[config.mk]
export PLATFORM = sky130hd
export DESIGN_NAME = pipe_hazard_ctrl
export DESIGN_NICKNAME = d
export VERILOG_FILES = /design/src/rtl/pipe_hazard_ctrl_pkg.sv /design/src/rtl/pipe_hazard_ctrl_hazard_detect.sv /design/src/rtl/pipe_hazard_ctrl.sv
export SDC_FILE = /design/constraint.sdc
export NUM_CORES = 1
export LEC_CHECK = 0
export ABC_CLOCK_PERIOD_IN_PS = 6200
export CAP_MARGIN = 30
export CORE_MARGIN = 4
export CORE_UTILIZATION = 50
export DETAILED_ROUTE_END_ITERATION = 12
export GPL_ROUTABILITY_DRIVEN = 0
export HOLD_SLACK_MARGIN = 0.12
export PLACE_DENSITY_LB_ADDON = 0.1
export SETUP_SLACK_MARGIN = 0.02
export SLEW_MARGIN = 20
export SYNTH_ARGS = -nofsm -noshare
export SYNTH_HDL_FRONTEND = slang
export SYNTH_HIERARCHICAL = 1
export SYNTH_SLANG_ARGS = --single-unit
export TNS_END_PERCENT = 10
[constraint.sdc]
create_clock -name clk -period 6.2 [get_ports clk]
set_clock_uncertainty 0.05 [all_clocks]
set_input_delay 1.24 -clock clk [delete_from_list [all_inputs] [get_ports clk]]
set_output_delay 1.24 -clock clk [all_outputs]
set_load 0.05 [all_outputs]
[src/rtl/pipe_hazard_ctrl_pkg.sv]
// Shared types and constants for the pipeline hazard/interrupt controller.
package pipe_hazard_ctrl_pkg;

  typedef enum logic [2:0] {
    RUN   = 3'd0,
    SLEEP = 3'd1,
    WAKE  = 3'd2,
    TRAP  = 3'd3,
    RET   = 3'd4
  } state_e;

  localparam logic [4:0]  REG_X0  = 5'd0;
  localparam logic [31:0] CNT_MAX = 32'hFFFF_FFFF;

endpackage

[src/rtl/pipe_hazard_ctrl_hazard_detect.sv]
// Combinational load-use compare between the EX load destination and ID sources.
// x0 never creates a hazard since it is hardwired to zero.
module hazard_detect
  import pipe_hazard_ctrl_pkg::*;
(
  input  logic [4:0] id_rs1,
  input  logic [4:0] id_rs2,
  input  logic [4:0] ex_rd,
  input  logic       ex_mem_read,
  output logic       load_use
);

  always_comb begin
    load_use = ex_mem_read && (ex_rd != REG_X0) &&
               ((ex_rd == id_rs1) || (ex_rd == id_rs2));
  end

endmodule

[src/rtl/pipe_hazard_ctrl.sv]
// Pipeline hazard control: memory freeze, load-use stall, branch flush, and the
// WFI / interrupt-entry / MRET sequencing FSM with a saturating stall counter.
module pipe_hazard_ctrl
  import pipe_hazard_ctrl_pkg::*;
#(
  parameter int unsigned WAKE_CYC = 2
) (
  input  logic        clk,
  input  logic        rst,
  input  logic [4:0]  id_rs1,
  input  logic [4:0]  id_rs2,
  input  logic [4:0]  ex_rd,
  input  logic        ex_mem_read,
  input  logic        im_wait,
  input  logic        dm_wait,
  input  logic        branch_taken,
  input  logic        wfi_ex,
  input  logic        mret_ex,
  input  logic        intr_req,
  input  logic        mie,
  output logic        stall_IF,
  output logic        stall,
  output logic        next_pc_sel,
  output logic        wfi_signal,
  output logic        intr_ex,
  output logic        intr_end_ex,
  output logic        flush_idex,
  output logic [31:0] stall_cnt
);

  localparam logic [3:0] WAKE_LOAD = 4'(WAKE_CYC - 1);

  state_e      state_q, state_d;
  logic        in_service_q, in_service_d;
  logic [3:0]  wake_cnt_q, wake_cnt_d;
  logic [31:0] stall_cnt_q, stall_cnt_d;

  logic mem_wait;
  logic load_use;

  hazard_detect u_hazard_detect (
    .id_rs1      (id_rs1),
    .id_rs2      (id_rs2),
    .ex_rd       (ex_rd),
    .ex_mem_read (ex_mem_read),
    .load_use    (load_use)
  );

  assign mem_wait = im_wait | dm_wait;

  // A memory wait freezes every piece of FSM state, so pending events resume intact.
  always_comb begin
    state_d      = state_q;
    in_service_d = in_service_q;
    wake_cnt_d   = wake_cnt_q;
    if (!mem_wait) begin
      case (state_q)
        RUN: begin
          if (intr_req && mie && !in_service_q) begin
            state_d = TRAP;
          end else if (mret_ex && in_service_q) begin
            state_d = RET;
          end else if (wfi_ex) begin
            state_d = SLEEP;
          end
        end
        SLEEP: begin
          if (intr_req) begin
            state_d    = WAKE;
            wake_cnt_d = WAKE_LOAD;
          end
        end
        WAKE: begin
          if (wake_cnt_q == 4'd0) begin
            state_d = (mie && !in_service_q) ? TRAP : RUN;
          end else begin
            wake_cnt_d = wake_cnt_q - 4'd1;
          end
        end
        TRAP: begin
          in_service_d = 1'b1;
          state_d      = RUN;
        end
        RET: begin
          in_service_d = 1'b0;
          state_d      = RUN;
        end
        default: state_d = RUN;
      endcase
    end
    if (rst) begin
      state_d      = RUN;
      in_service_d = 1'b0;
      wake_cnt_d   = 4'd0;
    end
  end

  always_comb begin
    stall_IF    = !rst && mem_wait;
    next_pc_sel = !rst && (state_q == RUN) && branch_taken;
    stall       = !rst && (state_q == RUN) && !branch_taken && load_use;
    wfi_signal  = !rst && ((state_q == SLEEP) || (state_q == WAKE));
    intr_ex     = !rst && !mem_wait && (state_q == TRAP);
    intr_end_ex = !rst && !mem_wait && (state_q == RET);
    flush_idex  = intr_ex || intr_end_ex || stall || next_pc_sel;
  end

  always_comb begin
    stall_cnt_d = stall_cnt_q;
    if (rst) begin
      stall_cnt_d = 32'd0;
    end else if ((stall || stall_IF) && (stall_cnt_q != CNT_MAX)) begin
      stall_cnt_d = stall_cnt_q + 32'd1;
    end
  end

  assign stall_cnt = stall_cnt_q;

  always_ff @(posedge clk) begin
    state_q      <= state_d;
    in_service_q <= in_service_d;
    wake_cnt_q   <= wake_cnt_d;
    stall_cnt_q  <= stall_cnt_d;
  end

endmodule

Word-level counts from Yosys, hierarchy flattened
Index checks and enable logic that the tools add are counted.

storage, ports and cells
  input bits = 25
  logic and storage cells = 64
  flip-flop bits (word level) = 40
  output and inout bits = 39

operators by class
  reductions and logical operators = 34
  bitwise gates (word level) = 2
  mux-type cells = 11
  eq/ne operators = 11
  add/subtract/negate cells = 2

operators by type and width
  operator                                              count
  adder 32 x 1 -> 32 bit (second input constant)        1
  != test 32 bit (second input constant)                1
  logical AND 1 bit                                     16
  two-way mux 3 bit                                     5
  equality test 5 bit                                   2
  one-hot mux 3 bit (3 select lines)                    1
  two-way mux 4 bit                                     2
  one-hot mux 4 bit (2 select lines)                    1
  AND reduction 4 bit                                   2
  equality test 3 x 2 -> 1 bit (second input constant)  2
  logical OR 1 bit                                      6
  != test 2 bit (second input constant)                 3
  nonzero test 5 bit                                    1
  zero test 1 bit                                       4
  zero test 4 bit                                       1
  != test 4 bit (second input constant)                 1
  nonzero test 2 bit                                    2
  subtractor 4 x 1 -> 4 bit (second input constant)     1
  equality test 3 x 1 -> 1 bit (second input constant)  1
  equality test 3 bit (second input constant)           1
  zero test 3 bit                                       1
  two-way mux 2 bit                                     1
  one-hot mux 1 bit (2 select lines)                    1
  AND reduction 2 bit                                   1
  other kinds (2)                                       2

Depth between registers and ports, before layout
  word-level depth = 7
  depth in mapped cells = 10
  depth with buffers taken out = 9

By module
The synthesis kept the hierarchy.

modules (own cells, without submodules)
  module            area an instance (um^2)  times used  sequential area each (um^2)  cells an instance
  pipe_hazard_ctrl  2168.3                   1           800.8                        278
  hazard_detect     125.1                    1           0.0                          17

Worst setup path after synthesis
OpenSTA, ideal clock, no wires.

  path kind = input to output
  from = in dm_wait
  to = out intr_ex
  buffers on the path = 1
  data arrival time = 3.169 ns
  required time = 4.910 ns
  path slack = 1.741 ns
  stages on the path = 3
  path through = or2_2 > clkbuf_1 > nor4_1

on the way
  word-level cells in the longest chain between the ends = 4

RTL lines
  what                            line                     RTL
  start: declaration              pipe_hazard_ctrl.sv:15   input logic dm_wait,
  OR 1 bit                        pipe_hazard_ctrl.sv:49   assign mem_wait = im_wait | dm_wait;
  zero test 1 bit                 pipe_hazard_ctrl.sv:103  intr_ex = !rst && !mem_wait && (state_q == TRAP);
  logical AND 1 bit (2 in a row)  pipe_hazard_ctrl.sv:103
  end: declaration                pipe_hazard_ctrl.sv:25   output logic intr_ex,

Every way passes these cells.

Final worst setup path
  from = in ex_rd[0]
  to = out flush_idex

on the way
  word-level cells in the longest chain between the ends = 6
  elaborated cells on any way between the ends = 9
  classes of those cells = eq/ne: 2; reduce/logical: 7

RTL lines
  what                                                       line                                                                        RTL
  start: declaration                                         pipe_hazard_ctrl.sv:12                                                      input logic [4:0] ex_rd,
  equality test 5 bit or nonzero test 5 bit (tied branches)  pipe_hazard_ctrl_hazard_detect.sv:15, pipe_hazard_ctrl_hazard_detect.sv:14
  logical OR 1 bit or logical AND 1 bit (tied branches)      pipe_hazard_ctrl_hazard_detect.sv:15, pipe_hazard_ctrl_hazard_detect.sv:14
  logical AND 1 bit *                                        pipe_hazard_ctrl_hazard_detect.sv:14                                        load_use = ex_mem_read && (ex_rd != REG_X0) &&
  net load_use                                               pipe_hazard_ctrl.sv:39                                                      logic load_use;
  logical AND 1 bit *                                        pipe_hazard_ctrl.sv:101                                                     stall = !rst && (state_q == RUN) && !branch_taken && load_use;
  logical OR 1 bit * (2 in a row)                            pipe_hazard_ctrl.sv:105                                                     flush_idex = intr_ex || intr_end_ex || stall || next_pc_sel;
  end: declaration                                           pipe_hazard_ctrl.sv:27                                                      output logic flush_idex,

The timed path passes the listed nets; every way through them passes the cells marked *.

==> results by group <==
Run status
  – Status: finished clean

Finish
  – Leading cell type in the layout, fill and taps excluded: clkdlybuf4s50_1
  – Final #Nets: 382
  – Post-layout util: 69.58%
  – Number of antenna cells inserted: 0
  – Layout overhead on the synthesized area: 33.01%
  – Fraction of layout cells with a size suffix above 1: 4.802%
  – Most frequent cells in the layout: clkdlybuf4s50_1, dfxtp_1, a21oi_1, nor2_1, o21ai_0

Clock tree
  – CTS H-Tree Depth: 2
  – Clock sink total: 40
  – Root cell of the clock tree: clkbuf_8
  – TritonCTS clock tree: yes
  – Later-pin clock latency in the skew report: 0.29 ns
  – Num CTS Buffers: 5
  – Buffer count from post-CTS setup fixing: 0
  – Total of hold buffers inserted after clock tree synthesis: 0
  – Post_cts resized: 0
  – Register clock-pin slew on the reported worst setup and hold paths: 0.07 ns
  – Buffer levels on the longest clock path: 2

Pwr
  – Largest voltage drop on the vdd net: 0.0001268 V
  – Static Leakage: 0.9449 nW
  – Power density relative to cell area: 169.4 mW/mm²
  – Fraction of power spent switching nets: 24.45%
  – Combinational power share: 13.4%
  – Clock network power share: 35.7%
  – Psw: 0.0001264 W
  – Internal portion of total power: 0.0003905 W
  – Register share of total power: 51.0%

Setup path
  – Crit-path cells: clkdlybuf4s50_1 -> or4_1 -> o21ai_1 -> a21oi_1 -> o311ai_0 -> a21oi_1 -> clkdlybuf4s50_1
  – CP required: 4.91 ns
  – Critical Path End Type: output port
  – Worst path arrival time: 3.59 ns
  – Crit path kind: in2out
  – Peak per-stage delay on the critical path: 0.72 ns
  – Crit path max fanout: 3
  – Slowest library cell on the worst path: clkdlybuf4s50_1
  – CP Launch Type: input port
  – Reg2reg setup slack: 3.42 ns

Timing
  – Post-layout min period: 4.882 ns
  – Final critical-path share of the clock period: 78.74%
  – RSZ-0062 raised after global routing: false
  – Max-Slew Margin vs Limit: 52.74%
  – Top achievable clock speed: 204.9 MHz
  – Max-slew violation count: 0
  – Transition at the pin with the smallest max-transition slack: 0.7035 ns
  – Final TNS setup: 0 ns
  – Final setup viols: 0
  – Number of hold violations in the final report: 0

Job
  – Max-cap violation count: 0

Logic synthesis
  – Synthesis warning total: 6
  – Post-synth EDFFs: 0
  – Total standard cell area after synthesis: 0.002293 mm²
  – Register bit count reported by yosys: 40
  – Sequential-to-total area share from yosys stat: 34.92%
  – Post-synthesis net count: 323
  – Average cell area after synthesis: 7.774 µm²
  – Post-synthesis cell count: 295
  – Ys flop type: dfxtp_1
  – Async set-reset flop share out of synthesis: 0%
  – Distinct cell type count after synthesis: 41

Floorplan
  – Starting density of the core: 52.31%
  – Core Region: 0.004384 mm²
  – Die Wd: 75.73 µm
  – # IOs: 64
  – Area enclosed by the die boundary: 0.005734 mm²
  – Vertical extent of the die: 75.73 µm
  – Number of placement rows: 24

Detailed routing
  – Average wire per standard cell: 14.00 µm
  – Total iterations of the first detailed-routing run: 4
  – Via/cell ratio: 5.867
  – DR iter-0 viols: 150
  – Number of nets with antenna violations after routing: 0
  – Number of DRC violations after detailed routing: 0
  – Total routed wirelength: 5685 µm
  – Detailed-route via count: 2382

Place
  – Count of buffers inserted at the top-level ports: 63
  – HPWL reported at the end of detailed placement: 4273 µm

Min path
  – Classification of the worst-slack hold path: reg2reg

Global routing
  – Antenna violations before repair: 0
  – Via count of the first global-routing pass: 2142
  – Largest net degree at the start of global routing: 44
  – Total grt overflow: 0
  – Total routing usage reported by global routing: 21.21%
  – Wire length of the first global-routing pass: 9597 µm
==> worst max-delay path, delay by kind of cell <==
family          cells  cell delay, ns
buf+inv             2            1.19
compound gates      4            0.61
simple gates        1            0.55
==> kinds of logic after synthesis <==
family / count (synthesis) / synth area share, %
DFF: 40 / 34.92
buffers and inverters: 24 / 4.037
adders and majority gates: 3 / 1.637
muxes: 6 / 2.728
xor gates and xnor gates: 13 / 4.965
and+or+nand+nor: 126 / 30.01
AOI/OAI and AO/OA: 83 / 21.71
==> power by group through the flow <==
stage | sequential, W | combinational (W) | clock [W]
after global placement | 0.000269 | 0.0000680 | 0
after detailed placement | 0.000269 | 0.0000693 | 0
after CTS | 0.000263 | 0.0000696 | 0.000190
after floorplan | 0.000272 | 0.0000359 | 0
after global routing | 0.000264 | 0.0000752 | 0.000198
final | 0.000264 | 0.0000690 | 0.000184
==> synthesized netlist by cell type (3+ instances only) <==
cell type  instances  area (µm²)
dfxtp_1           40       800.8
nand2_1           19       71.32
inv_1             10       37.54
xor2_1             8       70.07
mux2i_1            4       40.04
a21oi_1           33       165.2
o41ai_1            3       26.28
ha_1               3       37.54
o211ai_1           4       30.03
o21ai_0           21       105.1
clkbuf_1          12       45.04
o31ai_1           10       75.07
xnor2_1            5       43.79
nor3_1             8       40.04
and3_1             4       25.02
nand4_1           10       62.56
nand3_1           14       70.07
nor2_1            23       86.33
or3_1             20       125.1
and2_1             4       25.02
and4_1             3       26.28
or4_1              8       60.06
o21a_1             3       22.52
==> cell type report <==
cell class | instances | area, µm²
multi-input cells | 231 | 1400
fillers | 389 | 1334
flip-flops and latches | 40 | 800.8
repair buffers | 66 | 650.6
clock buffers | 7 | 96.34
well taps | 52 | 65.06
inverters | 10 | 37.54
==> registers in the layout (all words and copies together) (netlist names) <==
signal,count
stall_cnt,32
in_service_q,1
state_q,3
wake_cnt_q,4
==> worst paths after layout <==
| check | startpoint | endpoint | cells after the start |
|---|---|---|---|
| setup / recovery | ex_rd[0] | flush_idex | 7 |
| hold / removal | wake_cnt_q[0] | wake_cnt_q[0] | 1 |
| setup reg to reg | state_q[0] | stall_cnt[25] | 5 |
| hold reg to reg | wake_cnt_q[0] | wake_cnt_q[0] | 1 |
==> stage by stage <==
stage / hold slack (ns) / instances / worst slack, ns / power (W) / cell area [µm²]
after floorplan: 0.4043 / 295 / 1.741 / 0.0003079 / 2293
after global placement: 0.4204 / 398 / 1.366 / 0.0003374 / 2949
after detailed placement: 0.4451 / 398 / 1.305 / 0.0003386 / 2949
after CTS: 0.4569 / 405 / 1.287 / 0.0005225 / 3045
after global routing: 0.4753 / 406 / 1.123 / 0.0005374 / 3050
final: 0.4537 / 406 / 1.318 / 0.0005168 / 3050
==> metal layers <==
metal | vias to the layer above | global-route usage (%) | part of all wire (%)
met5 | - | 0 | 0
met4 | 0 | 5.243 | 1.0
met3 | 7 | 4.749 | 5.5
met2 | 64 | 35.86 | 47
met1 | 1094 | 27.37 | 46
li1 | 1217 | - | -
(Power assumes the default switching activity.)
